[src/rtl/channel_ctrl.sv]
// channel_ctrl: per-channel sequencer for one analog front-end channel
// (CSA, discriminator, async SAR ADC). It synchronises hit/done, drives
// sample and csa_reset, and presents {timestamp, adc} as a one-entry
// valid/ready event.
//
// state   | meaning
// --------+-----------------------------------------------------------
// RESET   | csa_reset high for RESET_CYCLES, discriminator re-arming
// IDLE    | waiting for a synchronised hit while enabled
// SAMPLE  | sample high for SAMPLE_CYCLES; falling edge starts the ADC
// CONVERT | waiting for done (bounded by CONV_TIMEOUT), then push event
module channel_ctrl #(
  parameter int ADCBITS       = 10,
  parameter int TS_BITS       = 24,
  parameter int SAMPLE_CYCLES = 4,
  parameter int RESET_CYCLES  = 8,
  parameter int CONV_TIMEOUT  = 64
) (
  input  logic                       clk_i,
  input  logic                       reset_n_i,
  input  logic                       hit_i,
  input  logic                       done_i,
  input  logic [ADCBITS-1:0]         dout_i,
  input  logic                       enable_i,
  output logic                       sample_o,
  output logic                       csa_reset_o,
  output logic                       event_valid_o,
  input  logic                       event_ready_i,
  output logic [TS_BITS+ADCBITS-1:0] event_data_o,
  output logic                       overflow_o,
  output logic                       timeout_err_o,
  input  logic                       clear_flags_i
);

  // One down-counter serves all three timed states; 10 bits covers CONV_TIMEOUT.
  localparam int CW = 10;
  localparam logic [CW-1:0] RESET_LOAD  = CW'(RESET_CYCLES);
  localparam logic [CW-1:0] SAMPLE_LOAD = CW'(SAMPLE_CYCLES);
  localparam logic [CW-1:0] CONV_LOAD   = CW'(CONV_TIMEOUT);
  localparam logic [CW-1:0] CNT_TC      = CW'(1);

  typedef enum logic [1:0] {
    ST_RESET   = 2'd0,
    ST_IDLE    = 2'd1,
    ST_SAMPLE  = 2'd2,
    ST_CONVERT = 2'd3
  } state_t;

  state_t                       state_q, state_d;
  logic [CW-1:0]                cnt_q, cnt_d;
  logic                         hit_meta_q, hit_s_q;
  logic                         done_meta_q, done_s_q;
  logic [TS_BITS-1:0]           ts_q;
  logic [TS_BITS-1:0]           ts_cap_q, ts_cap_d;
  logic                         sample_q, sample_d;
  logic                         csa_reset_q, csa_reset_d;
  logic                         ev_valid_q, ev_valid_d;
  logic [TS_BITS+ADCBITS-1:0]   ev_data_q, ev_data_d;
  logic                         overflow_q, overflow_d;
  logic                         timeout_q, timeout_d;
  logic                         handshake;

  // Two-flop synchronisers for the asynchronous discriminator and ADC flags.
  always_ff @(posedge clk_i or negedge reset_n_i) begin
    if (!reset_n_i) begin
      hit_meta_q  <= 1'b0;
      hit_s_q     <= 1'b0;
      done_meta_q <= 1'b0;
      done_s_q    <= 1'b0;
    end else begin
      hit_meta_q  <= hit_i;
      hit_s_q     <= hit_meta_q;
      done_meta_q <= done_i;
      done_s_q    <= done_meta_q;
    end
  end

  // Free-running timestamp, wraps naturally at all-ones.
  always_ff @(posedge clk_i or negedge reset_n_i) begin
    if (!reset_n_i) ts_q <= '0;
    else            ts_q <= ts_q + TS_BITS'(1);
  end

  assign handshake = ev_valid_q && event_ready_i;

  // Next-state, counter, output and event-register logic.
  always_comb begin
    state_d     = state_q;
    cnt_d       = cnt_q;
    ts_cap_d    = ts_cap_q;
    sample_d    = sample_q;
    csa_reset_d = csa_reset_q;
    ev_valid_d  = ev_valid_q;
    ev_data_d   = ev_data_q;
    overflow_d  = overflow_q;
    timeout_d   = timeout_q;

    if (handshake) ev_valid_d = 1'b0;
    // Clear first so that a flag set later in this block takes priority.
    if (clear_flags_i) begin
      overflow_d = 1'b0;
      timeout_d  = 1'b0;
    end

    case (state_q)
      ST_RESET: begin
        if (cnt_q == CNT_TC) begin
          state_d     = ST_IDLE;
          csa_reset_d = 1'b0;
        end else begin
          cnt_d = cnt_q - CNT_TC;
        end
      end
      ST_IDLE: begin
        if (hit_s_q && enable_i) begin
          ts_cap_d = ts_q;
          state_d  = ST_SAMPLE;
          cnt_d    = SAMPLE_LOAD;
          sample_d = 1'b1;
        end
      end
      ST_SAMPLE: begin
        if (cnt_q == CNT_TC) begin
          state_d  = ST_CONVERT;
          cnt_d    = CONV_LOAD;
          sample_d = 1'b0;
        end else begin
          cnt_d = cnt_q - CNT_TC;
        end
      end
      ST_CONVERT: begin
        if (done_s_q) begin
          // dout has been stable since done rose two cycles earlier.
          if (!ev_valid_q || handshake) begin
            ev_valid_d = 1'b1;
            ev_data_d  = {ts_cap_q, dout_i};
          end else begin
            overflow_d = 1'b1;
          end
          state_d     = ST_RESET;
          cnt_d       = RESET_LOAD;
          csa_reset_d = 1'b1;
        end else if (cnt_q == CNT_TC) begin
          timeout_d   = 1'b1;
          state_d     = ST_RESET;
          cnt_d       = RESET_LOAD;
          csa_reset_d = 1'b1;
        end else begin
          cnt_d = cnt_q - CNT_TC;
        end
      end
      default: begin
        state_d     = ST_RESET;
        cnt_d       = RESET_LOAD;
        sample_d    = 1'b0;
        csa_reset_d = 1'b1;
      end
    endcase
  end

  // Registered FSM state, counter and all outputs.
  always_ff @(posedge clk_i or negedge reset_n_i) begin
    if (!reset_n_i) begin
      state_q     <= ST_RESET;
      cnt_q       <= RESET_LOAD;
      ts_cap_q    <= '0;
      sample_q    <= 1'b0;
      csa_reset_q <= 1'b1;
      ev_valid_q  <= 1'b0;
      ev_data_q   <= '0;
      overflow_q  <= 1'b0;
      timeout_q   <= 1'b0;
    end else begin
      state_q     <= state_d;
      cnt_q       <= cnt_d;
      ts_cap_q    <= ts_cap_d;
      sample_q    <= sample_d;
      csa_reset_q <= csa_reset_d;
      ev_valid_q  <= ev_valid_d;
      ev_data_q   <= ev_data_d;
      overflow_q  <= overflow_d;
      timeout_q   <= timeout_d;
    end
  end

  assign sample_o      = sample_q;
  assign csa_reset_o   = csa_reset_q;
  assign event_valid_o = ev_valid_q;
  assign event_data_o  = ev_data_q;
  assign overflow_o    = overflow_q;
  assign timeout_err_o = timeout_q;

endmodule

[config.mk]
export PLATFORM = sky130hd
export DESIGN_NAME = channel_ctrl
export DESIGN_NICKNAME = d
export VERILOG_FILES = /design/src/rtl/channel_ctrl.sv
export SDC_FILE = /design/constraint.sdc
export NUM_CORES = 1
export LEC_CHECK = 0
export ABC_AREA = 1
export BUFFER_PORTS_ARGS = -buffer_cell sky130_fd_sc_hd__buf_4
export CELL_PAD_IN_SITES_DETAIL_PLACEMENT = 0
export CELL_PAD_IN_SITES_GLOBAL_PLACEMENT = 2
export CORE_MARGIN = 2
export CORE_UTILIZATION = 24
export CTS_CLUSTER_DIAMETER = 100
export DETAILED_ROUTE_END_ITERATION = 10
export PLACE_DENSITY_LB_ADDON = 0.1
export SYNTH_ARGS = -nofsm -noshare
export SYNTH_HDL_FRONTEND = slang
export SYNTH_SLANG_ARGS = --single-unit
export TNS_END_PERCENT = 1
[constraint.sdc]
create_clock -name clk_i -period 1.4 [get_ports clk_i]
set_clock_uncertainty 0.05 [all_clocks]
set_input_delay 0.21 -clock clk_i [delete_from_list [all_inputs] [get_ports clk_i]]
set_output_delay 0.21 -clock clk_i [all_outputs]
set_load 0.02 [all_outputs]
==> reports/metrics.cfg <==
[outcome]
status=complete, but fails checks
violations=setup timing

[cells_and_area]
diodes=0
fin_nets=602
syn_to_final_growth_pct=47.4
fillers=1931
layout-drive-gt1-share_pct=44.0

[timing]
slew_headroom_pct=73.6
rsz0062_at_grt=true
fin_ws_ps=-100
fin_crit_sh_pct=107
tns_ps=-3860
hold_viol_final=0
fmax_mhz=666
worst_slew_pin_slew_ps=396
maxSlewViolCount=0
setup_viol=56
min_period_ps=1500

[logic_synthesis]
synthCells=434
ys_ff_latch=103
async_reset_ff_share_pct=100
ys_types=32
avgSynthCellArea_um2=10.4
synth_top_family_by_area=simple AND/OR/NAND/NOR gates
syn_area_um2=4500
yosysSeqAreaShare_pct=57.4
synth_common_cells=dfrtp_1, nand2_1, inv_1, o21ai_0, mux2_2
synthSimpleGateAreaFrac_pct=16.8
yosysTopAreaCellShare_pct=56.2
synth_area_leaders=dfrtp_1, mux2_2, nand2_1, xor2_1, inv_1
syn-num-nets=459
synth_xor_area_share_pct=4.68
synth_fa_ha_area_share_pct=2.23
ys.flop_type=dfrtp_1
yosys_warnings=0
synth_edf_count=0
synth_top_area_cell=dfrtp_1
synth_mux_area_share_pct=7.01
synth_most_common_cell=dfrtp_1
synth_compound_area_share_pct=5.93

[clock_network]
insertion_delay_ps=350
htree_levels=3
cts_max_path_buffers=2
root_buffer=clkbuf_16
tritoncts=built
numCtsBuffers=9
cts_num_sinks=103
cts.clk_slew.worst_paths_ps=70

[setup_path]
required_ps=1580
crit_type=flip-flop to flip-flop
cp.arrival_ps=1680
start_kind=flip-flop
cp_max_fo=13
cp-end-kind=flip-flop

[job]
maxCapViolations=0

[floorplanning]
die_area_um2=19800
fp.coreArea_um2=18500
ios=56
die_x_um=141
rows=50
start_util_pct=24.3
die_height_um=141

[global_routing]
track_usage_pct=11.7
overflow=0
grt_pass1_vias=3515
antenna_found_initial=0
grt_start_max_net_pins=49
grt_pass1_wl_um=18200

[power]
power.total_w=0.00590
cell_internal_pwr_w=0.00466
ir_worst_vdd_v=0.000630
power_density_nw_per_um2=891
power_leakage_nw=3.37
p_sw_w=0.00124
pwr-share-seq_pct=50.5
comb_power_share_pct=2.2
clkPwrFrac_pct=47.2
swShare_pct=21.0

[placement]
dp_slack_ps=-220
port_buffers=55
hpwlAfterDp_um=7880
gp_congestion=0.705

[drt]
drcViolationCount=0
vias_per_cell=4.10
vias=3342
drt_iter0_drc=108
wl_um=10900
drtAntennaViolNets=0
wl_per_cell_um=13.3
firstDrtPassIters=4

[worst_hold_path]
hold_path_class=primary input to flip-flop

worst max-delay path: stages (launching register included):
cell	delay, ps
dfrtp_1	440
ha_4	200
nand3_4	110
buf_12	120
buf_12	130
mux2_2	330
stage by stage:
stage	util [%]	cell area (um^2)	instances	hold slack [ps]
after global placement	31.2	5780	787	116
final	35.8	6630	816	43.3
after CTS	34.9	6460	810	22.3
after global routing	35.8	6630	816	24.8
after floorplan	-	4500	434	-136
after detailed placement	31.2	5780	787	117
kinds of logic after synthesis:
group                      Yosys count
adders and majority gates            8
DFF                                103
and+or+nand+nor                    154
AOI/OAI and AO/OA                   51
buffers and inverters               66
xor gates and xnor gates            24
muxes                               28
power groups by stage:
| stage | clock [W] | sequential (W) | combinational, W |
|---|---|---|---|
| 2_1_floorplan | 0 | 0.00304 | 0.00000377 |
| 3_3_place_gp | 0 | 0.00304 | 0.000131 |
| 3_5_place_dp | 0 | 0.00304 | 0.000131 |
| 4_1_cts | 0.00293 | 0.00298 | 0.000141 |
| 5_1_grt | 0.00304 | 0.00298 | 0.000151 |
| 6_report | 0.00279 | 0.00298 | 0.000132 |
sequential cells by signal, summed over array words and instances, names as in the netlist:
signal / count
event_data_o: 34
ts_cap_q: 24
ts_q: 24
cnt_q: 10
state_q: 2
csa_reset_o: 1
done_meta_q: 1
done_s_q: 1
event_valid_o: 1
hit_meta_q: 1
hit_s_q: 1
overflow_o: 1
sample_o: 1
timeout_err_o: 1
layout by cell type, fill, tap and decap left out, types with 4 or more instances in the layout:
master,Yosys,final
dfrtp_1,101,99
nor2_4,3,7
nor2_1,26,21
inv_1,49,44
nor2_2,6,7
mux2_2,28,9
buf_12,0,8
mux2_4,0,19
buf_4,0,126
nor3_1,9,6
nand2_2,3,9
o21ai_1,3,11
o21ai_0,32,20
clkbuf_16,0,9
nor3_4,1,6
ha_4,0,5
nand4_1,6,6
nand3_4,1,4
xor2_1,24,24
inv_2,6,11
nand2_1,78,70
nand3_1,11,8
a21oi_1,12,12
area by class of cell:
cell class                 count  area (um^2)  share of cell area [%]
clock inverter                 6         90.1                    1.36
tap                          234          293                    4.42
inverter                      56          218                    3.29
sequential                   103         2580                    39.0
multi-input combinational    265         1990                    30.0
clock buffer                  10          239                    3.61
timing repair buffer         142         1210                    18.3
layer usage:
| layer | GRT usage (%) | share of wire [%] | vias up |
|---|---|---|---|
| li1 | - | - | 1686 |
| met1 | 14.6 | 45 | 1626 |
| met2 | 20.3 | 51 | 23 |
| met3 | 2.72 | 2.2 | 7 |
| met4 | 3.47 | 1.2 | 0 |
| met5 | 0 | 0 | - |
final timing paths:
kind / end / startpoint / slack, ps / cells after the start
min in group asynchronous: event_data_o[10] / reset_n_i / 270 / 2
max in group asynchronous: cnt_q[3] / reset_n_i / 440 / 3
max: event_data_o[13] / state_q[1] / -100 / 5
max reg2reg: event_data_o[13] / state_q[1] / -100 / 5
min: event_data_o[9] / dout_i[9] / 40 / 2
min reg2reg: done_s_q / done_meta_q / 300 / 0
timing repair:
item                                    in CTS  in global routing
hold buffers                                 3                  0
pin swaps                                   10                 14
cloned                                       1                  0
resized for setup                           68                 31
hold endpoints to repair                    22                  0
endpoints found under the setup margin      88                 90
setup buffers                                3                  6
(Power assumes the default switching activity.)
